[src/rtl/upct_update_arbiter.sv]
// Two-requester round-robin front end for the UPCT update port.
// Each requester owns a 2-entry {PC, tag} FIFO; one head is granted per cycle and tracked for its index response.

module upct_req_fifo (
   input  logic        CLK,
   input  logic        nRST,
   input  logic        i_flush,
   input  logic        i_valid,
   input  logic [31:0] i_pc,
   input  logic [2:0]  i_tag,
   input  logic        i_deq,
   output logic        o_ready,
   output logic        o_nonempty,
   output logic [31:0] o_head_pc,
   output logic [2:0]  o_head_tag
);
   logic [1:0][31:0] r_pc;
   logic [1:0][2:0]  r_tag;
   logic             r_wr;
   logic             r_rd;
   logic [1:0]       r_cnt;
   logic             w_enq;
   logic             w_deq;

   // Ready looks only at the registered count: a same-cycle dequeue does not open a slot.
   assign o_ready    = !i_flush && (r_cnt < 2'd2);
   assign o_nonempty = (r_cnt != 2'd0);
   assign o_head_pc  = r_pc[r_rd];
   assign o_head_tag = r_tag[r_rd];
   assign w_enq      = i_valid && o_ready;
   assign w_deq      = i_deq && o_nonempty && !i_flush;

   always_ff @(posedge CLK or negedge nRST) begin
      if (!nRST) begin
         r_pc  <= '0;
         r_tag <= '0;
         r_wr  <= 1'b0;
         r_rd  <= 1'b0;
         r_cnt <= 2'd0;
      end else if (i_flush) begin
         r_wr  <= 1'b0;
         r_rd  <= 1'b0;
         r_cnt <= 2'd0;
      end else begin
         if (w_enq) begin
            r_pc[r_wr]  <= i_pc;
            r_tag[r_wr] <= i_tag;
            r_wr        <= ~r_wr;
         end
         if (w_deq)
            r_rd <= ~r_rd;
         case ({w_enq, w_deq})
            2'b10:   r_cnt <= r_cnt + 2'd1;
            2'b01:   r_cnt <= r_cnt - 2'd1;
            default: r_cnt <= r_cnt;
         endcase
      end
   end
endmodule

module upct_update_arbiter #(
   parameter int LOG_UPCT_ENTRIES = 4
) (
   input  logic                        CLK,
   input  logic                        nRST,
   input  logic                        req0_valid,
   input  logic [31:0]                 req0_start_full_PC,
   input  logic [2:0]                  req0_tag,
   output logic                        req0_ready,
   input  logic                        req1_valid,
   input  logic [31:0]                 req1_start_full_PC,
   input  logic [2:0]                  req1_tag,
   output logic                        req1_ready,
   input  logic                        flush,
   output logic                        update0_valid,
   output logic [31:0]                 update0_start_full_PC,
   input  logic [LOG_UPCT_ENTRIES-1:0] update1_upct_index,
   output logic                        resp_valid,
   output logic                        resp_requester,
   output logic [2:0]                  resp_tag,
   output logic [LOG_UPCT_ENTRIES-1:0] resp_upct_index
);
   localparam int NUM_REQ = 2;

   logic [NUM_REQ-1:0]        w_vld;
   logic [NUM_REQ-1:0][31:0]  w_pc;
   logic [NUM_REQ-1:0][2:0]   w_tag;
   logic [NUM_REQ-1:0]        w_rdy;
   logic [NUM_REQ-1:0]        w_ne;
   logic [NUM_REQ-1:0]        w_deq;
   logic [NUM_REQ-1:0][31:0]  w_head_pc;
   logic [NUM_REQ-1:0][2:0]   w_head_tag;
   logic                      w_both;
   logic                      w_gnt_vld;
   logic                      w_gnt_idx;

   logic                      r_ptr;
   logic                      r_if_vld;
   logic                      r_if_req;
   logic [2:0]                r_if_tag;

   assign w_vld = {req1_valid, req0_valid};
   assign w_pc  = {req1_start_full_PC, req0_start_full_PC};
   assign w_tag = {req1_tag, req0_tag};

   for (genvar g = 0; g < NUM_REQ; g++) begin : g_fifo
      assign w_deq[g] = w_gnt_vld && (w_gnt_idx == 1'(g));
      upct_req_fifo u_fifo (
         .CLK        (CLK),
         .nRST       (nRST),
         .i_flush    (flush),
         .i_valid    (w_vld[g]),
         .i_pc       (w_pc[g]),
         .i_tag      (w_tag[g]),
         .i_deq      (w_deq[g]),
         .o_ready    (w_rdy[g]),
         .o_nonempty (w_ne[g]),
         .o_head_pc  (w_head_pc[g]),
         .o_head_tag (w_head_tag[g])
      );
   end

   assign req0_ready = w_rdy[0];
   assign req1_ready = w_rdy[1];

   // Pointer only arbitrates under contention; a lone requester wins outright.
   assign w_both    = &w_ne;
   assign w_gnt_idx = w_both ? r_ptr : w_ne[1];
   assign w_gnt_vld = (|w_ne) && !flush;

   assign update0_valid         = w_gnt_vld;
   assign update0_start_full_PC = w_gnt_vld ? w_head_pc[w_gnt_idx] : 32'd0;

   always_ff @(posedge CLK or negedge nRST) begin
      if (!nRST) begin
         r_ptr    <= 1'b0;
         r_if_vld <= 1'b0;
         r_if_req <= 1'b0;
         r_if_tag <= 3'd0;
      end else if (flush) begin
         r_ptr    <= 1'b0;
         r_if_vld <= 1'b0;
      end else begin
         r_if_vld <= w_gnt_vld;
         if (w_gnt_vld) begin
            r_if_req <= w_gnt_idx;
            r_if_tag <= w_head_tag[w_gnt_idx];
            if (w_both)
               r_ptr <= ~w_gnt_idx;
         end
      end
   end

   // The UPCT returns the index one cycle after update0; it is paired with the in-flight stage here.
   assign resp_valid      = r_if_vld && !flush;
   assign resp_requester  = r_if_req;
   assign resp_tag        = r_if_tag;
   assign resp_upct_index = update1_upct_index;
endmodule

[config.mk]
export PLATFORM = sky130hd
export DESIGN_NAME = upct_update_arbiter
export DESIGN_NICKNAME = d
export VERILOG_FILES = /design/src/rtl/upct_update_arbiter.sv
export SDC_FILE = /design/constraint.sdc
export NUM_CORES = 1
export LEC_CHECK = 0
export ABC_AREA = 0
export BUFFER_PORTS_ARGS = -buffer_cell sky130_fd_sc_hd__buf_2
export CORE_ASPECT_RATIO = 1.5
export CORE_MARGIN = 5
export CORE_UTILIZATION = 61
export CTS_CLUSTER_DIAMETER = 50
export DETAILED_ROUTE_END_ITERATION = 8
export PLACE_DENSITY = 0.82
export SLEW_MARGIN = 40
export SYNTH_ARGS = -nofsm -noshare
export SYNTH_HDL_FRONTEND = slang
export SYNTH_HIERARCHICAL = 1
export SYNTH_SLANG_ARGS = --single-unit
[constraint.sdc]
create_clock -name CLK -period 5.3 [get_ports CLK]
set_input_delay 0 -clock CLK [delete_from_list [all_inputs] [get_ports CLK]]
set_output_delay 0 -clock CLK [all_outputs]
set_load 0.01 [all_outputs]
**Word-level counts from Yosys, hierarchy flattened**

Index checks and enable logic that the tools add are counted.

- Output and inout bits: 44
- Logic and storage cells: 114
- Input bits: 79
- Register bits: 154

- Bitwise gates (word level): 6
- Reductions and logical operators: 31
- $add $sub $neg: 4
- Eq/ne operators: 4
- $lt $le $gt $ge: 9
- Mux-type cells: 42

Operators by type and width:

| operator | number |
|---|---|
| $mux 32 | 9 |
| $bwmux 64 | 2 |
| $demux 32 s1 | 2 |
| $mux 3 | 8 |
| $reduce_bool 2->1 | 8 |
| $logic_and 1x1->1 | 14 |
| $mux 1 | 13 |
| $bwmux 6 | 2 |
| $lt 1x2->1 const B | 5 |
| $reduce_and 2->1 | 5 |
| $pmux 2 s2 | 2 |
| $demux 3 s1 | 2 |
| $not 1->1 | 6 |
| $reduce_bool 3->1 | 2 |
| $add 2x1->2 const B | 2 |
| $eq 2x1->1 const B | 2 |
| $eq 2x2->1 const B | 2 |
| $lt 2x2->1 const B | 2 |
| $mux 2 | 2 |
| $sub 2x1->2 const B | 2 |
| $ge 1x1->1 const B | 2 |
| $reduce_or 2->1 | 1 |
| $logic_not 1->1 | 1 |

**Depth between registers and ports, before layout**

- Depth after elaboration: 10
- Depth in mapped cells: 10
- Mapped depth without buffers: 7

**Hierarchy**

Netlist, hierarchy kept.

By module, submodules not included:

| module | cells each | area an instance (µm²) | seq. area each (µm²) | times used |
|---|---|---|---|---|
| upct_req_fifo | 210 | 3271.9 | 1851.8 | 2 |
| upct_update_arbiter | 66 | 675.6 | 150.1 | 1 |

**Worst setup path after synthesis**

Ideal clock, no wire load.

- Path kind: reg-to-reg
- Start: reg g_fifo[0].u_fifo.r_cnt[1]
- End: reg g_fifo[1].u_fifo.r_cnt[0]
- Buffers on the path: 3
- Setup time: 0.082 ns
- Arrival: 1.708 ns
- Slack: 3.510 ns
- Stages on the path, launching flop included: 10
- Cell sequence: dfrtp_1 buf_6 nor2_1 inv_1 inv_2 o211a_1 buf_6 buf_6 or3b_2 a31oi_1

- Longest elaborated chain between the ends: 9
- Elaborated cells on any way between the ends: 13
- Those cells by class: eq/ne (2); mux (3); reduce/logical (8)

Ends and longest elaborated chain:

| what | RTL line | RTL |
|---|---|---|
| start: declaration | 21 | `logic [1:0] r_cnt;` |
| start signal: assignment | 53 | `2'b10: r_cnt <= r_cnt + 2'd1;` |
| start signal: assignment | 54 | `2'b01: r_cnt <= r_cnt - 2'd1;` |
| start signal: assignment | 55 | `default: r_cnt <= r_cnt;` |
| $reduce_bool 2->1 (*) | 27 | `assign o_nonempty = (r_cnt != 2'd0);` |
| named net w_ne[0] | 89 | `logic [NUM_REQ-1:0] w_ne;` |
| $reduce_and 2->1 or $reduce_or 2->1 (tied branches) | 127, 129 |  |
| $mux 1 or $logic_and 1x1->1 (tied branches) | 128, 129 |  |
| $logic_and 1x1->1 (*) | 107 | `assign w_deq[g] = w_gnt_vld && (w_gnt_idx == 1'(g));` |
| named net w_deq[1] | 90 | `logic [NUM_REQ-1:0] w_deq;` |
| $logic_and 1x1->1 (*) (2 in a row) | 31 | `assign w_deq = i_deq && o_nonempty && !i_flush;` |
| $eq 2x1->1 or $eq 2x2->1 (tied branches) | 52 | `case ({w_enq, w_deq})` |
| $pmux 2 s2 | 52 |  |
| $mux 2 | 40 | `end else if (i_flush) begin` |
| end signal: assignment | 53 |  |
| end signal: assignment | 54 |  |
| end signal: assignment | 55 |  |
| end: declaration | 21 |  |

The timed path passes the listed nets; every way through them passes the cells marked *.
A chain may end at the register's enable or synchronous reset.

**Final worst setup path**

- Start: reg g_fifo[1].u_fifo.r_cnt[1]
- End: out update0_start_full_PC[4]

- Longest elaborated chain between the ends: 6
- Elaborated cells on any way between the ends: 8
- Those cells by class: mux (4); reduce/logical (4)

Ends and longest elaborated chain:

| what | RTL line | RTL |
|---|---|---|
| $reduce_bool 2->1 (*) | 27 |  |
| named net w_ne[1] | 89 |  |
| $reduce_and 2->1 | 127 | `assign w_both = &w_ne;` |
| $mux 1 | 128 | `assign w_gnt_idx = w_both ? r_ptr : w_ne[1];` |
| $mux 32 (not written as such) (2 in a row) | 132 | `assign update0_start_full_PC = w_gnt_vld ? w_head_pc[w_gnt_idx] : 32'd0;` |
| $mux 32 (*) | 132 |  |
| end: declaration | 76 | `output logic [31:0] update0_start_full_PC,` |

The timed path passes the listed nets; every way through them passes the cells marked *. The select of a mux whose other input is x is not followed.

==> results.sh <==
export IMPL_synth_area_um2=7220
export IMPL_violations="negative hold slack"
export IMPL_n_fill_cell=694
export IMPL_drive_gt1_frac=0.559
export IMPL_r2r_cells=7
export IMPL_hp_class="in2async"
export IMPL_timing_rr_start="g_fifo[1].u_fifo/r_cnt[1]"
export IMPL_place_gp_congestion=0.707
export IMPL_cellLeakagePower_nw=4.05
export IMPL_hold_violations=17
export IMPL_status="complete, but fails checks"
export IMPL_cp_end_kind="output pin"
export IMPL_finalMaxSlewViolations=0
export IMPL_antenna_found_initial=0
export IMPL_port_buffers=114
export IMPL_grt_pass1_wl_um=26900
export IMPL_crit_arrival_ns=2.65
export IMPL_cts_sinks=154
export IMPL_max_slew_worst_pin_slew_ns=0.826
export IMPL_setup_viol=0
export IMPL_htree_levels=4
export IMPL_synth_area_top_cells="dfrtp_1, mux2_2, buf_6, a22o_1, a22o_2"
export IMPL_wirelength_um=16900
export IMPL_finalCriticalPeriod_ns=2.65
export IMPL_area_growth_pct=26.0
export IMPL_max_stage_delay_ns=0.63
export IMPL_cts_root_buffer="clkbuf_16"
export IMPL_avgSynthCellArea_um2=14.9
export IMPL_netlist_area_leader_share=0.534
export IMPL_finalPower_w=0.00403
export IMPL_placed_cells=720
export IMPL_vias_per_cell=5.77
export IMPL_io_pins=123
export IMPL_ys_seq_elements=154
export IMPL_synth_top_flop_cell="dfrtp_1"
export IMPL_die_height_um=143
export IMPL_postCtsSetupBuffers=0
export IMPL_synth_edff_count=0
export IMPL_cp_num_buf_inv=3
export IMPL_start_util=0.626
export IMPL_layout_nets=743
export IMPL_crit_chain="nor2_1 -> inv_1 -> a211oi_4 -> buf_4 -> a22o_1 -> buf_2"
export IMPL_detail_route_antenna_nets=0
export IMPL_ir_drop_mv=0.306
export IMPL_ys_warn_count=6
export IMPL_first_pass_iters=4
export IMPL_fp_dieW_um=98.8
export IMPL_fin_hold_ws_ns=-0.00800
export IMPL_vias=4762
export IMPL_p_per_area_nw_per_um2=443
export IMPL_core_um2=11500
export IMPL_wire_per_inst_um=20.4
export IMPL_setup_worst_path_start_class="flip-flop"
export IMPL_drcViolationCount=0
export IMPL_fmax_mhz=377
export IMPL_cts_buffers=17
export IMPL_setup_tns_ns=0
export IMPL_required_ns=5.30
export IMPL_grt_pass1_vias=5590
export IMPL_dr_first_iter_drc_count=162
export IMPL_overflow=0
export IMPL_dieArea_um2=14200
export IMPL_yosysTopAreaCell="dfrtp_1"
export IMPL_synth_most_common_cell="mux2_2"
export IMPL_rows=48
export IMPL_dp_hpwl_um=10100
export IMPL_crit_slowest_cell="a211oi_4"
export IMPL_maxSlewHeadroom=0.447
export IMPL_period_share=0.500
export IMPL_finalClockSkew_ns=0.0121
export IMPL_cp_top_family="compound AO/OA/AOI/OAI gates"
export IMPL_synth_cell_types=30
export IMPL_path_class="reg2out"
export IMPL_grt_max_degree=84
export IMPL_cp_max_fo=26
export IMPL_syn_inst=486
export IMPL_r2r_end="g_fifo[0].u_fifo/r_rd"
export IMPL_drv_cap=0
export IMPL_clk_latency_ns=0.42
export IMPL_final_cells=826
export IMPL_rrSetupSlack_ns=2.93
export IMPL_clk_path_buf_depth=2
export IMPL_grtUsageTotal=0.243
export IMPL_synth_commonest_cells="mux2_2, dfrtp_1, a22o_1, buf_6, nor2_1"
export IMPL_syn_nets=565
export IMPL_cts_tree="built"
export IMPL_rsz0062_at_grt="no"
export IMPL_ys_seq_area_frac=0.534
export IMPL_async_reset_ff_frac=1.00
export IMPL_path_clk_slew_ns=0.06
==> placed cells by master, fill, tap and decap left out, types with 3 or more instances in the layout <==
cell type | synthesis | layout
clkinvlp_4 | 0 | 3
and2_1 | 3 | 3
buf_4 | 4 | 4
nand2_1 | 3 | 3
o21ai_0 | 4 | 4
inv_1 | 4 | 4
bufinv_16 | 0 | 3
clkbuf_16 | 0 | 17
dlygate4sd3_1 | 0 | 74
a221o_2 | 3 | 3
buf_2 | 7 | 113
xor2_1 | 3 | 3
mux2_1 | 4 | 4
a22o_2 | 9 | 9
nor2b_1 | 5 | 5
a22o_1 | 23 | 23
dfrtp_1 | 154 | 152
mux2_2 | 204 | 204
nor2_1 | 11 | 11
==> layout make-up <==
type,instances,area [µm²],area share
antenna,1,2.50,0.000275
clock buffer,20,457,0.0502
clock inverter,10,144,0.0158
inverter,5,18.8,0.00206
multi-input combinational,292,3040,0.334
sequential,154,3860,0.425
tap,150,188,0.0206
timing repair buffer,194,1390,0.152
==> stage by stage <==
| step | setup WS, ns | hold slack (ns) | utilization | cell area (µm²) |
|---|---|---|---|---|
| finish | 2.65 | -0.00800 | 0.789 | 9090 |
| global route | 2.54 | 0.0000300 | 0.788 | 9090 |
| CTS | 2.64 | 0.0000686 | 0.786 | 9060 |
| detailed placement | 2.94 | 0.0000686 | 0.670 | 7720 |
| global placement | 2.99 | 0.0000686 | 0.668 | 7710 |
| floorplan | 3.51 | -0.296 | - | 7220 |
==> sequential cells by signal (all words and copies together), names as in the netlist <==
| name | cells |
|---|---|
| g_fifo.u_fifo/r_pc | 128 |
| g_fifo.u_fifo/r_tag | 12 |
| g_fifo.u_fifo/r_cnt | 4 |
| resp_tag | 3 |
| g_fifo.u_fifo/r_rd | 2 |
| g_fifo.u_fifo/r_wr | 2 |
| r_if_vld | 1 |
| r_ptr | 1 |
| resp_requester | 1 |
==> power by group <==
part / switching (W) / total, W / internal, W
Combinational: 0.000376 / 0.000987 / 0.000610
Clock: 0.000463 / 0.00123 / 0.000762
Sequential: 0.000231 / 0.00181 / 0.00158
Total: 0.00107 / 0.00403 / 0.00296
==> what timing repair did <==
action,CTS,global route
gates resized for setup,0,0
hold endpoints to repair,230,0
hold buffers,74,0
==> worst max-delay path by stage <==
stage / slack, ns / endpoint / start / depth (start not counted)
after global routing: 2.54 / update0_start_full_PC[8] / g_fifo[0].u_fifo/r_cnt[1] / 7
after global placement: 2.99 / g_fifo[0].u_fifo/r_rd / g_fifo[1].u_fifo/r_cnt[1] / 7
after CTS: 2.64 / update0_start_full_PC[4] / g_fifo[1].u_fifo/r_cnt[1] / 6
after floorplan: 3.51 / g_fifo[1].u_fifo/r_cnt[0] / g_fifo[0].u_fifo/r_cnt[1] / 9
final: 2.65 / update0_start_full_PC[4] / g_fifo[1].u_fifo/r_cnt[1] / 6
after detailed placement: 2.94 / g_fifo[0].u_fifo/r_rd / g_fifo[1].u_fifo/r_cnt[1] / 7
==> logic make-up after synthesis <==
kind of cell | count (synthesis) | synth area share
xor+xnor | 5 | 0.00607
buf+inv | 40 | 0.0470
mux | 210 | 0.329
compound gates | 49 | 0.0596
simple gates | 28 | 0.0250
flops | 154 | 0.534
==> per-layer routing <==
metal / up-vias / track usage / wire length [µm]
li1: 2118 / - / -
met1: 2467 / 0.262 / 6180
met2: 140 / 0.450 / 9420
met3: 37 / 0.0469 / 780
met4: 0 / 0.118 / 479
met5: - / 0 / 0
No activity file was read; power rests on OpenSTA's default activity.
